### config.mk
export PLATFORM = sky130hd
export DESIGN_NAME = pc_fetch_ctrl
export DESIGN_NICKNAME = d
export VERILOG_FILES = /design/src/rtl/pc_fetch_ctrl.sv
export SDC_FILE = /design/constraint.sdc
export NUM_CORES = 1
export LEC_CHECK = 0
export BUFFER_PORTS_ARGS = -buffer_cell sky130_fd_sc_hd__buf_4
export CORE_MARGIN = 2
export CORE_UTILIZATION = 46
export DETAILED_ROUTE_END_ITERATION = 7
export GPL_ROUTABILITY_DRIVEN = 0
export PLACE_DENSITY_LB_ADDON = 0.15
export SKIP_LAST_GASP = 1
export SYNTH_ARGS = -nofsm -noshare
export SYNTH_HDL_FRONTEND = slang
export SYNTH_SLANG_ARGS = --single-unit
### constraint.sdc
create_clock -name clk -period 1.95 [get_ports clk]
set_clock_uncertainty 0.05 [all_clocks]
set_input_delay 0.0975 -clock clk [delete_from_list [all_inputs] [get_ports clk]]
set_output_delay 0.0975 -clock clk [all_outputs]
set_load 0.05 [all_outputs]
### src/rtl/pc_fetch_ctrl.sv
// -----------------------------------------------------------------------------
// pc_fetch_ctrl
// IF-stage sequencer for the five-stage RISC-V pipeline. Owns the program
// counter, steers the shared next-PC adder, issues instruction-memory
// requests, applies EX-stage redirects (branch / jal / jalr) and hazard-unit
// stalls, and raises the IF/ID and ID/EX flushes.
//
// Ports
//   clk, rst_n          clock; synchronous active-low reset
//   stall               load-use stall request from the hazard unit
//   ex_valid            EX stage holds a valid instruction
//   ex_branch_taken     conditional branch in EX resolved taken
//   ex_jal, ex_jalr     jump in EX
//   ex_pc               PC of the EX instruction
//   npc_result          sum returned by the next-PC adder
//   npc_base            pc operand for the next-PC adder
//   PCASrc              adder B operand: 1 = immediate, 0 = constant 4
//   PCBSrc              adder A operand: 1 = ReadData1, 0 = npc_base
//   pc                  current fetch PC
//   imem_req/imem_addr  instruction fetch request and address (= pc)
//   imem_ready          memory accepts and returns data this cycle
//   if_valid            fetched word is valid for IF/ID this cycle
//   flush_if_id/id_ex   clear the IF/ID and ID/EX pipeline registers
//   misalign_err        sticky misaligned-target flag
//   dbg_state           FSM state (0 IDLE, 1 FETCH, 2 HOLD, 3 DRAIN)
//
// Handshake: a fetch transfers on a cycle where imem_req and imem_ready are
// both high. Once imem_req is raised it stays high with imem_addr stable
// until that transfer; a request is never withdrawn except by reset.
// -----------------------------------------------------------------------------
module pc_fetch_ctrl #(
  parameter logic [31:0] RESET_PC = 32'h0000_0000
) (
  input  logic        clk,
  input  logic        rst_n,
  input  logic        stall,
  input  logic        ex_valid,
  input  logic        ex_branch_taken,
  input  logic        ex_jal,
  input  logic        ex_jalr,
  input  logic [31:0] ex_pc,
  input  logic [31:0] npc_result,
  output logic [31:0] npc_base,
  output logic        PCASrc,
  output logic        PCBSrc,
  output logic [31:0] pc,
  output logic        imem_req,
  output logic [31:0] imem_addr,
  input  logic        imem_ready,
  output logic        if_valid,
  output logic        flush_if_id,
  output logic        flush_id_ex,
  output logic        misalign_err,
  output logic [1:0]  dbg_state
);

  typedef enum logic [1:0] {
    S_IDLE  = 2'd0,
    S_FETCH = 2'd1,
    S_HOLD  = 2'd2,
    S_DRAIN = 2'd3
  } state_t;

  state_t      state_q, state_d;
  logic [31:0] pc_q, pc_d;
  logic [31:0] tgt_q, tgt_d;
  logic        mis_q, mis_d;

  logic        redirect;
  logic        take;
  logic [31:0] target_raw;
  logic [31:0] target_al;

  assign redirect = ex_valid & (ex_branch_taken | ex_jal | ex_jalr);
  // Redirects are ignored while IDLE: the pipeline has not started yet.
  assign take     = redirect & (state_q != S_IDLE);

  // jalr clears bit 0 of its sum; the PC itself is always word aligned.
  assign target_raw = {npc_result[31:1], npc_result[0] & ~ex_jalr};
  assign target_al  = {target_raw[31:2], 2'b00};

  // State register
  always_ff @(posedge clk) begin
    if (!rst_n) begin
      state_q <= S_IDLE;
      pc_q    <= RESET_PC;
      tgt_q   <= 32'h0000_0000;
      mis_q   <= 1'b0;
    end else begin
      state_q <= state_d;
      pc_q    <= pc_d;
      tgt_q   <= tgt_d;
      mis_q   <= mis_d;
    end
  end

  // Next-state logic
  always_comb begin
    state_d = state_q;
    pc_d    = pc_q;
    tgt_d   = tgt_q;
    mis_d   = mis_q | (take & (target_raw[1:0] != 2'b00));

    unique case (state_q)
      S_IDLE: begin
        state_d = S_FETCH;
      end

      S_FETCH: begin
        if (redirect) begin
          if (imem_ready) begin
            // Response in flight belongs to the wrong path; drop it.
            pc_d = target_al;
          end else begin
            // Request cannot be withdrawn: park the target until it completes.
            tgt_d   = target_al;
            state_d = S_DRAIN;
          end
        end else if (imem_ready) begin
          if (stall) begin
            state_d = S_HOLD;
          end else begin
            pc_d = npc_result;
          end
        end
      end

      S_HOLD: begin
        if (redirect) begin
          pc_d    = target_al;
          state_d = S_FETCH;
        end else if (!stall) begin
          state_d = S_FETCH;
        end
      end

      S_DRAIN: begin
        if (redirect) begin
          tgt_d = target_al;
        end
        if (imem_ready) begin
          pc_d    = redirect ? target_al : tgt_q;
          state_d = S_FETCH;
        end
      end

      default: begin
        state_d = S_IDLE;
      end
    endcase
  end

  // Output logic
  always_comb begin
    npc_base    = pc_q;
    PCASrc      = 1'b0;
    PCBSrc      = 1'b0;
    imem_req    = 1'b0;
    if_valid    = 1'b0;
    flush_if_id = take;
    flush_id_ex = take;

    if (take) begin
      npc_base = ex_pc;
      PCASrc   = 1'b1;
      PCBSrc   = ex_jalr;
    end

    unique case (state_q)
      S_FETCH: begin
        imem_req = 1'b1;
        if_valid = imem_ready & ~stall & ~redirect;
      end
      S_DRAIN: begin
        imem_req = 1'b1;
      end
      default: begin
        imem_req = 1'b0;
      end
    endcase
  end

  assign pc           = pc_q;
  assign imem_addr    = pc_q;
  assign misalign_err = mis_q;
  assign dbg_state    = state_q;

endmodule

==> out/qor_table.md, run 1 <==
| Item | Value |
|:---|:---|
| Slowest stage delay, CP | 0.36 ns |
| Chain of cells forming the critical path | clkinvlp_4 > a21oi_4 > buf_4 > buf_12 > mux2_2 > buf_6 |
| Site row count | 32 |
| Req. time, crit path | 1.80 ns |
| Simple-gate share of the synthesized area | 0.103 |
| Quantity of I/O buffers inserted on ports | 176 |
| Overall fraction of global-route tracks in use | 0.247 |
| Proportion of register bits with asynchronous set or reset after synthesis | 0 |
| Number of levels in the clock H-tree | 3 |
| Y dimension of the die | 92.5 um |
| Vias in the first global route | 3446 |
| Run status | complete, but fails checks |
| Starting density of the core | 0.471 |
| Mean number of vias per cell | 5.27 |
| Pin count of the biggest net entering global routing | 34 |
| Total internal power | 0.00281 W |
| Max cap viols | 0 |
| DRC | 0 |
| Final cycle utilization of the critical path | 1.00 |
| Number of buffers on the longest clock path | 2 |
| Critical path buffers and inverters | 4 |
| Layout cells sized above 1 | 0.502 |
| Cell at the root of the clock tree | sky130_fd_sc_hd__clkbuf_8 |
| Part of the total power dissipated in combinational logic | 0.410 |
| Per-instance average area after synthesis | 9.24 um^2 |
| Count of final max-slew check failures | 0 |
| Arr. time, crit path | 1.81 ns |
| Combinational family with the most area after synthesis | compound AO/OA/AOI/OAI gates |
| Flip-flop cell with the highest count after synthesis | sky130_fd_sc_hd__dfxtp_1 |
| Net count reported at finish | 639 |
| CTS tree | yes |
| First-pass iteration count of the detailed router | 4 |
| Placeable core region | 7650 um^2 |
| Proportion of synthesized area in mux cells | 0.186 |
| Register area share after synthesis | 0.372 |
| Most common cell after layout, fill and taps aside | sky130_fd_sc_hd__buf_4 |
| Number of hold violations in the final report | 0 |
| Area added between synthesis and finish | 60.2% |
| Summed negative setup slack over all endpoints | -0.00856 ns |
| Number of diodes added for antenna fixing | 0 |
| Max frequency | 0.511 GHz |
| Flip-flop and latch count after synthesis | 67 |
| Setup violators final | 3 |
| Power per cell area | 785 nW/um^2 |
| Most frequent cells in the layout | sky130_fd_sc_hd__buf_4 (159), sky130_fd_sc_hd__dfxtp_1 (65), sky130_fd_sc_hd__a21oi_1 (64) |
| Gate count after technology mapping | 390 |
| LEAKAGE | 2.42 nW |
| Post-synth EDFFs | 0 |
| Highest-delay cell along the critical path | sky130_fd_sc_hd__mux2_2 |
| Nets in the synthesized netlist | 462 |
| Category of the worst setup path capture point | output port |
| Final worst slack | -0.00650 ns |
| Area of the mapped netlist | 3600 um^2 |
| Slew at the pin closest to its max-slew limit | 0.510 ns |
| Critical path's top delay family | buffers and inverters |
| Vias post-DR | 3549 |
| WS Path Type | reg2out |
| Min-Delay Path Class | in2reg |
| Clock slew seen by the registers of the worst setup and hold paths | 0.07 ns |
| Normalized max-slew margin | 0.658 |
| HPWL Detailed | 6.77 mm |
| Tmin final | 1.96 ns |
| Top Ports | 177 |
| DRC violation total after the first TritonRoute iteration | 182 |
| DRT antenna net count | 0 |
| Critical Path Source Type | flop |
| Remaining global-route overflow | 0 |
| Largest voltage drop on the vdd net | 0.507 mV |
| Crit-path max FO | 10 |
| Clock sink total | 67 |
| First-pass GRT wire length | 16.8 mm |
| Die span in x | 92.5 um |
| Count of warnings emitted by yosys | 0 |
| Synthesized-area fraction occupied by ao, oa, aoi and oai cells | 0.216 |
| Switching power share of the total | 0.381 |
| Part of the total power dissipated in the clock network | 0.253 |
| Psw | 0.00173 W |
| Post-Route WL | 11.5 mm |
| Die ar. | 8560 um^2 |
| Total non-filler cell area in the finished layout | 5770 um^2 |
| Antenna violations before repair | 0 |
| Post-synthesis share of cell area spent on xor and xnor gates | 0 |
| Area share of fa/ha/maj cells after synthesis | 0 |
| Violations in the final reports | setup timing |
| Unrepaired setup endpoints after global routing | yes |
| Post-Place Cell Area | 4770 um^2 |
| Sequential Power Share | 0.337 |
| Post-DR wirelength/cell | 17.0 um |
| CTS Buf Count | 9 |
| Library cells used by synthesis | 31 |
| Clock network latency to the later pin of the worst-skew pair | 0.34 ns |
-- worst paths after layout --
kind                 startpoint  cells after the start            end  slack (ns)
setup reg to reg   dbg_state[0]                      6  imem_addr[24]        0.14
hold reg to reg       tgt_q[14]                      2      tgt_q[14]        0.40
setup / recovery   dbg_state[0]                      6    npc_base[8]      -0.007
hold / removal    npc_result[1]                      4   misalign_err        0.06
-- synthesized netlist by cell type, types with 3 or more instances --
master	count	area [um^2]
sky130_fd_sc_hd__dfxtp_1	67	1340
sky130_fd_sc_hd__a21oi_1	64	320
sky130_fd_sc_hd__nand2_1	63	236
sky130_fd_sc_hd__buf_4	34	255
sky130_fd_sc_hd__mux2_2	32	360
sky130_fd_sc_hd__mux2i_1	31	310
sky130_fd_sc_hd__a211oi_2	30	375
sky130_fd_sc_hd__clkbuf_1	17	63.8
sky130_fd_sc_hd__buf_6	6	67.6
sky130_fd_sc_hd__buf_2	5	25.0
sky130_fd_sc_hd__inv_1	4	15.0
sky130_fd_sc_hd__o21ai_0	4	20.0
sky130_fd_sc_hd__and3_1	3	18.8
sky130_fd_sc_hd__buf_1	3	11.3
sky130_fd_sc_hd__nand2b_1	3	18.8
sky130_fd_sc_hd__nand3_1	3	15.0
sky130_fd_sc_hd__nor2_1	3	11.3
-- what timing repair did --
action | CTS | global route
resized for setup | 9 | 72
buffers inserted | 5 | 1
cloned | 2 | 3
hold endpoints to repair | 33 | 0
endpoints found under the setup margin | 32 | 32
pin swaps | 1 | 1
hold buffers | 32 | 0
-- layer usage --
layer	share of wire	global-route usage
met1	0.40	0.295
met2	0.52	0.449
met3	0.068	0.0439
met4	0.0095	0.0771
met5	0	0
-- tightest hold or removal path: stages --
cell and delay, ns:
sky130_fd_sc_hd__buf_4 0.09, sky130_fd_sc_hd__a21o_1 0.09, sky130_fd_sc_hd__a21oi_1 0.07, sky130_fd_sc_hd__nor2_1 0.07
-- through the flow --
| step | hold slack, ns | utilization | instances | worst slack (ns) | total power (W) |
|---|---|---|---|---|---|
| floorplan | 0.148 | - | 390 | 0.0236 | 0.00270 |
| global placement | 0.287 | 0.624 | 615 | 0.318 | 0.00312 |
| detailed placement | 0.291 | 0.624 | 615 | 0.286 | 0.00314 |
| CTS | 0.0402 | 0.709 | 670 | -0.0359 | 0.00438 |
| global route | 0.107 | 0.755 | 674 | -0.0608 | 0.00470 |
| finish | 0.0579 | 0.755 | 674 | -0.00650 | 0.00453 |
-- power by group through the flow --
stage | Combinational (W) | Sequential, W | Clock (W)
finish | 0.00186 | 0.00153 | 0.00115
floorplan | 0.000967 | 0.00174 | 0
global placement | 0.00157 | 0.00155 | 0
global route | 0.00194 | 0.00154 | 0.00123
CTS | 0.00169 | 0.00152 | 0.00117
detailed placement | 0.00158 | 0.00156 | 0
-- cells by family after synthesis --
| kind of cell | count (synthesis) |
|---|---|
| DFF | 67 |
| buffers and inverters | 70 |
| AOI/OAI and AO/OA | 105 |
| and+or+nand+nor | 85 |
| muxes | 63 |
-- final cells by class --
cell class,count,area [um^2]
inverters,5,26.3
well taps,102,128
flip-flops and latches,67,1350
clock inverters,4,50.0
fillers,527,1870
multi-input cells,253,1930
repair buffers,231,2150
clock buffers,12,145
-- flip-flops by register name (all words and copies together), names as in the netlist --
| signal | flops |
|---|---|
| dbg_state | 2 |
| imem_addr | 32 |
| misalign_err | 1 |
| tgt_q | 32 |
(Power assumes the default switching activity.)
==> run 2, diff against run 1 <==
Settings changed: CELL_PAD_IN_SITES_DETAIL_PLACEMENT from default to 0, CELL_PAD_IN_SITES_GLOBAL_PLACEMENT from default to 2, CORE_UTILIZATION 46 to 26.
==> out/qor_table.md, run 2 (same netlist as run 1, synthesis figures left out) <==
| Item | Value | Change |
|:---|:---|:---|
| Crit-path max FO | 7 | was 10 |
| Setup violators final | 0 | was 3 |
| Chain of cells forming the critical path | clkinvlp_4 > a21oi_4 > buf_6 > clkbuf_16 > mux2_2 > buf_6 | was clkinvlp_4 > a21oi_4 > buf_4 > buf_12 > mux2_2 > buf_6 |
| Part of the total power dissipated in combinational logic | 0.364 | was 0.410 |
| Pin count of the biggest net entering global routing | 33 | was 34 |
| Slew at the pin closest to its max-slew limit | 0.522 ns | was 0.510 ns |
| Power, Total | 0.00489 W | was 0.00453 W |
| DRC | 0 | unchanged |
| Number of placed instances with taps included | 696 | was 615 |
| DRT antenna net count | 0 | unchanged |
| Switching power share of the total | 0.361 | was 0.381 |
| Post-layout instance count excluding filler cells | 752 | was 674 |
| Critical Path Source Type | flop | unchanged |
| Post-Route WL | 11.9 mm | was 11.5 mm |
| LEAKAGE | 2.40 nW | was 2.42 nW |
| Die ar. | 14800 um^2 | was 8560 um^2 |
| Clock network latency to the later pin of the worst-skew pair | 0.33 ns | was 0.34 ns |
| Largest voltage drop on the vdd net | 0.389 mV | was 0.507 mV |
| Number of hold violations in the final report | 0 | unchanged |
| Critical path buffers and inverters | 4 | unchanged |
| Die span in x | 122 um | was 92.5 um |
| Starting density of the core | 0.263 | was 0.471 |
| Flip-flop and latch area | 1350 um^2 | unchanged |
| Overall fraction of global-route tracks in use | 0.156 | was 0.247 |
| Quantity of I/O buffers inserted on ports | 176 | unchanged |
| Total internal power | 0.00313 W | was 0.00281 W |
| Post-DR wirelength/cell | 15.8 um | was 17.0 um |
| First-pass GRT wire length | 17.7 mm | was 16.8 mm |
| Power per cell area | 840 nW/um^2 | was 785 nW/um^2 |
| Tmin final | 1.94 ns | was 1.96 ns |
| Footprint of the multi-input gates | 1860 um^2 | was 1930 um^2 |
| Most frequent cells in the layout | sky130_fd_sc_hd__buf_4 (157), sky130_fd_sc_hd__dfxtp_1 (65), sky130_fd_sc_hd__a21oi_1 (64) | was sky130_fd_sc_hd__buf_4 (159), sky130_fd_sc_hd__dfxtp_1 (65), sky130_fd_sc_hd__a21oi_1 (64) |
| Cell at the root of the clock tree | sky130_fd_sc_hd__clkbuf_16 | was sky130_fd_sc_hd__clkbuf_8 |
| Placeable core region | 13700 um^2 | was 7650 um^2 |
| CTS Buf Count | 9 | unchanged |
| Min-Delay Path Class | in2reg | unchanged |
| Max frequency | 0.516 GHz | was 0.511 GHz |
| Area added between synthesis and finish | 61.6% | was 60.2% |
| Critical Path Most Common Cell | sky130_fd_sc_hd__buf_6 |  |
| Unrepaired setup endpoints after global routing | yes | unchanged |
| WS Path Type | reg2out | unchanged |
| Mean number of vias per cell | 4.62 | was 5.27 |
| Y dimension of the die | 122 um | was 92.5 um |
| Run status | finished, final reports clean | was complete, but fails checks |
| Site row count | 43 | was 32 |
| Layout cells sized above 1 | 0.503 | was 0.502 |
| CTS tree | yes | unchanged |
| Antenna violations before repair | 0 | unchanged |
| Max cap viols | 0 | unchanged |
| Req. time, crit path | 1.80 ns | about the same |
| Remaining global-route overflow | 0 | unchanged |
| Net count reported at finish | 641 | was 639 |
| Highest-delay cell along the critical path | sky130_fd_sc_hd__dfxtp_2 | was sky130_fd_sc_hd__mux2_2 |
| Part of the total power dissipated in the clock network | 0.325 | was 0.253 |
| Number of levels in the clock H-tree | 3 | unchanged |
| Count of final max-slew check failures | 0 | unchanged |
| Vias in the first global route | 3314 | was 3446 |
| First-pass iteration count of the detailed router | 5 | was 4 |
| Vias post-DR | 3477 | was 3549 |
| Critical path's top delay family | buffers and inverters | unchanged |
| Top Ports | 177 | unchanged |
| Number of buffers on the longest clock path | 2 | unchanged |
| Number of diodes added for antenna fixing | 0 | unchanged |
| Final cycle utilization of the critical path | 0.994 | was 1.00 |
| Clock slew seen by the registers of the worst setup and hold paths | 0.05 ns | was 0.07 ns |
| Category of the worst setup path capture point | output port | unchanged |
| Psw | 0.00177 W | was 0.00173 W |
| HPWL Detailed | 7.48 mm | was 6.77 mm |
| Sequential Power Share | 0.312 | was 0.337 |
| Most common cell after layout, fill and taps aside | sky130_fd_sc_hd__buf_4 | unchanged |
| Slowest stage delay, CP | 0.34 ns | was 0.36 ns |
| Normalized max-slew margin | 0.652 | was 0.658 |
| DRC violation total after the first TritonRoute iteration | 89 | was 182 |
| Clock sink total | 67 | unchanged |
| Total of fill cells in the finished design | 1359 | was 527 |
| Arr. time, crit path | 1.79 ns | was 1.81 ns |
run 2: stage by stage:
step | setup TNS [ns] | util | cell area (um^2) | setup WS, ns | hold slack [ns]
after global placement | 0 | 0.362 | 4960 | 0.234 | 0.286
after floorplan | 0 | - | 3620 | 0.0236 | 0.148
after CTS | -0.640 | 0.417 | 5720 | -0.0361 | 0.0433
after global routing | -0.503 | 0.425 | 5820 | -0.0447 | 0.0739
final | 0 | 0.425 | 5820 | 0.0120 | 0.0526
after detailed placement | 0 | 0.362 | 4960 | 0.219 | 0.284
run 2: power groups by stage:
stage                     sequential [W]  clock, W  combinational [W]
final                            0.00153   0.00159            0.00178
after global routing             0.00154   0.00170            0.00187
after CTS                        0.00153   0.00164            0.00175
after detailed placement         0.00156         0            0.00163
after global placement           0.00155         0            0.00162
after floorplan                  0.00174         0           0.000967
run 2: layer usage:
layer,GRT usage,vias to the layer above,wire [um]
met2,0.264,126,5720
met1,0.200,1647,5330
li1,-,1693,-
met4,0.0568,0,144
met5,0,-,0
met3,0.0281,11,717
run 2: final cells by class:
cell class | count | area share
sequential | 67 | 0.231
inverter | 5 | 0.00451
multi-input combinational | 253 | 0.320
clock inverter | 3 | 0.00687
tap | 180 | 0.0387
timing repair buffer | 233 | 0.357
clock buffer | 11 | 0.0417
run 2: path summary, 6_finish.rpt:
path                      start           end  slack, ns  cells after the start
setup / recovery   dbg_state[0]  npc_base[18]       0.01                      6
setup reg to reg   dbg_state[1]     tgt_q[26]       0.19                      6
hold / removal    npc_result[1]  misalign_err       0.05                      4
hold reg to reg       tgt_q[31]     tgt_q[31]       0.40                      2
run 2: worst reg2reg max path, cell delays in order, from the launching register on:
cell	delay [ns]
sky130_fd_sc_hd__dfxtp_4	0.36
sky130_fd_sc_hd__buf_4	0.14
sky130_fd_sc_hd__nand2b_1	0.18
sky130_fd_sc_hd__and3_1	0.51
sky130_fd_sc_hd__buf_12	0.24
sky130_fd_sc_hd__nand2_1	0.07
sky130_fd_sc_hd__a21oi_1	0.12
run 2: timing repair:
| item | in CTS | in global routing |
|---|---|---|
| hold endpoints to repair | 32 | 0 |
| endpoints found under the setup margin | 32 | 42 |
| pin swaps | 1 | 1 |
| hold buffers | 32 | 0 |
| gates cloned | 2 | 1 |
| resized for setup | 15 | 29 |
| buffers inserted | 7 | 2 |
==> run 3, diff against run 2 <==
Settings changed: ABC_AREA from default to 1, CORE_UTILIZATION 26 to 23.
==> out/qor_table.md, run 3 <==
| Item | Value | Change |
|:---|:---|:---|
| Flip-flop and latch count after synthesis | 67 | unchanged |
| Psw | 0.00332 W | was 0.00177 W |
| First-pass GRT wire length | 18.3 mm | was 17.7 mm |
| Cell at the root of the clock tree | sky130_fd_sc_hd__clkbuf_16 | unchanged |
| Clock slew seen by the registers of the worst setup and hold paths | 0.06 ns | was 0.05 ns |
| Vias in the first global route | 3432 | was 3314 |
| Cell types occupying the most area after synthesis | sky130_fd_sc_hd__dfxtp_1 (37%), sky130_fd_sc_hd__nand2_1 (21%), sky130_fd_sc_hd__buf_4 (8.1%), sky130_fd_sc_hd__nor2_1 (7.0%), sky130_fd_sc_hd__o21ai_0 (6.0%) | was sky130_fd_sc_hd__dfxtp_1 (37%), sky130_fd_sc_hd__a211oi_2 (10%), sky130_fd_sc_hd__mux2_2 (10%), sky130_fd_sc_hd__a21oi_1 (8.9%), sky130_fd_sc_hd__mux2i_1 (8.6%) |
| Register area share after synthesis | 0.372 | about the same |
| Layout cells sized above 1 | 0.316 | was 0.503 |
| Overall fraction of global-route tracks in use | 0.140 | was 0.156 |
| Post-synth top area share | 0.372 | about the same |
| Post-layout utilization of the core | 0.342 | was 0.425 |
| Pin count of the biggest net entering global routing | 48 | was 33 |
| Most frequent cells in the layout | sky130_fd_sc_hd__nand2_1 (204), sky130_fd_sc_hd__buf_4 (186), sky130_fd_sc_hd__nor2_1 (66) | was sky130_fd_sc_hd__buf_4 (157), sky130_fd_sc_hd__dfxtp_1 (65), sky130_fd_sc_hd__a21oi_1 (64) |
| Post-synth EDFFs | 0 | unchanged |
| Site row count | 45 | was 43 |
| Total internal power | 0.00357 W | was 0.00313 W |
| Clock sink total | 67 | unchanged |
| Count of warnings emitted by yosys | 0 | unchanged |
| Vias post-DR | 3864 | was 3477 |
| Nets in the synthesized netlist | 642 | was 462 |
| Part of the total power dissipated in the clock network | 0.219 | was 0.325 |
| Category of the worst setup path capture point | output port | unchanged |
| Antenna violations before repair | 0 | unchanged |
| Remaining global-route overflow | 0 | unchanged |
| Origin of the worst min-delay path | npc_result[1] | unchanged |
| Min-Delay Path Class | in2reg | unchanged |
| Req. time, crit path | 1.80 ns | about the same |
| Y dimension of the die | 129 um | was 122 um |
| Clock network latency to the later pin of the worst-skew pair | 0.33 ns | about the same |
| Largest voltage drop on the vdd net | 0.458 mV | was 0.389 mV |
| Final cycle utilization of the critical path | 0.937 | was 0.994 |
| Library cells used by synthesis | 20 | was 31 |
| Setup violators final | 0 | unchanged |
| Run status | finished, final reports clean | unchanged |
| DRT antenna net count | 0 | unchanged |
| Gate count after technology mapping | 570 | was 390 |
| Starting density of the core | 0.237 | was 0.263 |
| Post-layout instance count excluding filler cells | 919 | was 752 |
| First-pass iteration count of the detailed router | 4 | was 5 |
| Area added between synthesis and finish | 44.5% | was 61.6% |
| Cell type with the largest total area after synthesis | sky130_fd_sc_hd__dfxtp_1 | unchanged |
| HPWL Detailed | 8.55 mm | was 7.48 mm |
| DRC | 0 | unchanged |
| Launch instance of the worst register-to-register path | dbg_state[0] | was dbg_state[1] |
| Die ar. | 16700 um^2 | was 14800 um^2 |
| Net count reported at finish | 775 | was 641 |
| Number of diodes added for antenna fixing | 0 | unchanged |
| Summed negative setup slack over all endpoints | 0 ns | unchanged |
| Number of hold violations in the final report | 0 | unchanged |
| Top-count cell post-synth | sky130_fd_sc_hd__nand2_1 | was sky130_fd_sc_hd__dfxtp_1 |
| Flip-flop cell with the highest count after synthesis | sky130_fd_sc_hd__dfxtp_1 | unchanged |
| Per-instance average area after synthesis | 6.33 um^2 | was 9.24 um^2 |
| Number of levels in the clock H-tree | 3 | unchanged |
| Switching power share of the total | 0.482 | was 0.361 |
| Arr. time, crit path | 1.68 ns | was 1.79 ns |
| Sequential Power Share | 0.264 | was 0.312 |
| Crit-path max FO | 18 | was 7 |
| Top Ports | 177 | unchanged |
| Normalized max-slew margin | 0.596 | was 0.652 |
| Origin of the worst setup path | dbg_state[0] | unchanged |
| Area of the mapped netlist | 3610 um^2 | was 3600 um^2 |
| Quantity of I/O buffers inserted on ports | 176 | unchanged |
| Post-DR wirelength/cell | 12.9 um | was 15.8 um |
| Placeable core region | 15300 um^2 | was 13700 um^2 |
| Top cells by count, synth | sky130_fd_sc_hd__nand2_1 (205), sky130_fd_sc_hd__dfxtp_1 (67), sky130_fd_sc_hd__nor2_1 (67) | was sky130_fd_sc_hd__dfxtp_1 (67), sky130_fd_sc_hd__a21oi_1 (64), sky130_fd_sc_hd__nand2_1 (63) |
| Critical Path Source Type | flop | unchanged |
| Most common cell after layout, fill and taps aside | sky130_fd_sc_hd__nand2_1 | was sky130_fd_sc_hd__buf_4 |
| LEAKAGE | 2.71 nW | was 2.40 nW |
| Slew at the pin closest to its max-slew limit | 0.606 ns | was 0.522 ns |
| DRC violation total after the first TritonRoute iteration | 178 | was 89 |
| Number of placed instances with taps included | 902 | was 696 |
| Mean number of vias per cell | 4.20 | was 4.62 |
| CTS Buf Count | 9 | unchanged |
| CTS tree | yes | unchanged |
| Proportion of register bits with asynchronous set or reset after synthesis | 0 | unchanged |
| Tmin final | 1.83 ns | was 1.94 ns |
| Power per cell area | 1320 nW/um^2 | was 840 nW/um^2 |
| Post-Route WL | 11.9 mm | about the same |
| Count of final max-slew check failures | 0 | unchanged |
| Total of fill cells in the finished design | 1663 | was 1359 |
| Max cap viols | 0 | unchanged |
| WS Path Type | reg2out | unchanged |
| Die span in x | 129 um | was 122 um |
| Unrepaired setup endpoints after global routing | no | was yes |
| Number of buffers on the longest clock path | 2 | unchanged |
| Max frequency | 0.547 GHz | was 0.516 GHz |
| Part of the total power dissipated in combinational logic | 0.517 | was 0.364 |
[run 3: power by group through the flow]
stage	registers, W	clock network (W)	logic, W
finish	0.00182	0.00151	0.00356
global placement	0.00184	0	0.00359
CTS	0.00182	0.00155	0.00358
global route	0.00186	0.00162	0.00379
detailed placement	0.00185	0	0.00358
floorplan	0.00229	0	0.00219
[run 3: layout make-up]
class / count / area, um^2 / area share
Clock buffer: 14 / 264 / 0.0506
Clock inverter: 2 / 10.0 / 0.00192
Inverter: 41 / 158 / 0.0302
Multi-Input combinational cell: 393 / 1680 / 0.321
Sequential cell: 67 / 1350 / 0.258
Tap cell: 211 / 264 / 0.0506
Timing Repair Buffer: 191 / 1500 / 0.287
[run 3: stage by stage]
| stage | area (um^2) | hold WS, ns | power (W) | setup slack (ns) |
|---|---|---|---|---|
| floorplan | 3630 | 0.246 | 0.00449 | 0.00279 |
| global placement | 4920 | 0.395 | 0.00544 | 0.263 |
| detailed placement | 4920 | 0.397 | 0.00543 | 0.202 |
| CTS | 5200 | 0.0829 | 0.00696 | 0.0755 |
| global route | 5220 | 0.110 | 0.00727 | 0.00481 |
| finish | 5220 | 0.0797 | 0.00689 | 0.122 |
[run 3: final timing paths]
kind / endpoint / slack [ns] / cells past startpoint
hold reg to reg: tgt_q[0] / 0.41 / 2
setup / recovery: npc_base[18] / 0.12 / 7
hold / removal: misalign_err / 0.08 / 5
setup reg to reg: imem_addr[14] / 0.29 / 8
[run 3: per-layer routing]
layer  vias up  wire length (um)  track usage
met2       139              4960        0.210
met1      1706              5870        0.200
li1       2012                 -            -
met5         -                 0            0
met4         0               103       0.0403
met3         7               931       0.0326
[run 3: cell families after synthesis]
| logic type | share of synthesized area |
|---|---|
| AND/OR/NAND/NOR | 0.332 |
| AO/OA/AOI/OAI | 0.125 |
| buffers and inverters | 0.171 |
| flip-flops | 0.372 |
[run 3: what timing repair did]
| item | in CTS | in global routing |
|---|---|---|
| hold buffers | 0 | 0 |
| buffers inserted | 0 | 1 |
| setup endpoints to repair | 9 | 8 |
| resized for setup | 1 | 2 |
[run 3: critical path: stages, from the launching register on]
cell and delay [ns]:
sky130_fd_sc_hd__dfxtp_4 0.41, sky130_fd_sc_hd__nor2_2 0.07, sky130_fd_sc_hd__nor2_4 0.17, sky130_fd_sc_hd__clkinvlp_4 0.20
sky130_fd_sc_hd__buf_12 0.20, sky130_fd_sc_hd__nand2_1 0.05, sky130_fd_sc_hd__nand2_1 0.05, sky130_fd_sc_hd__buf_4 0.19
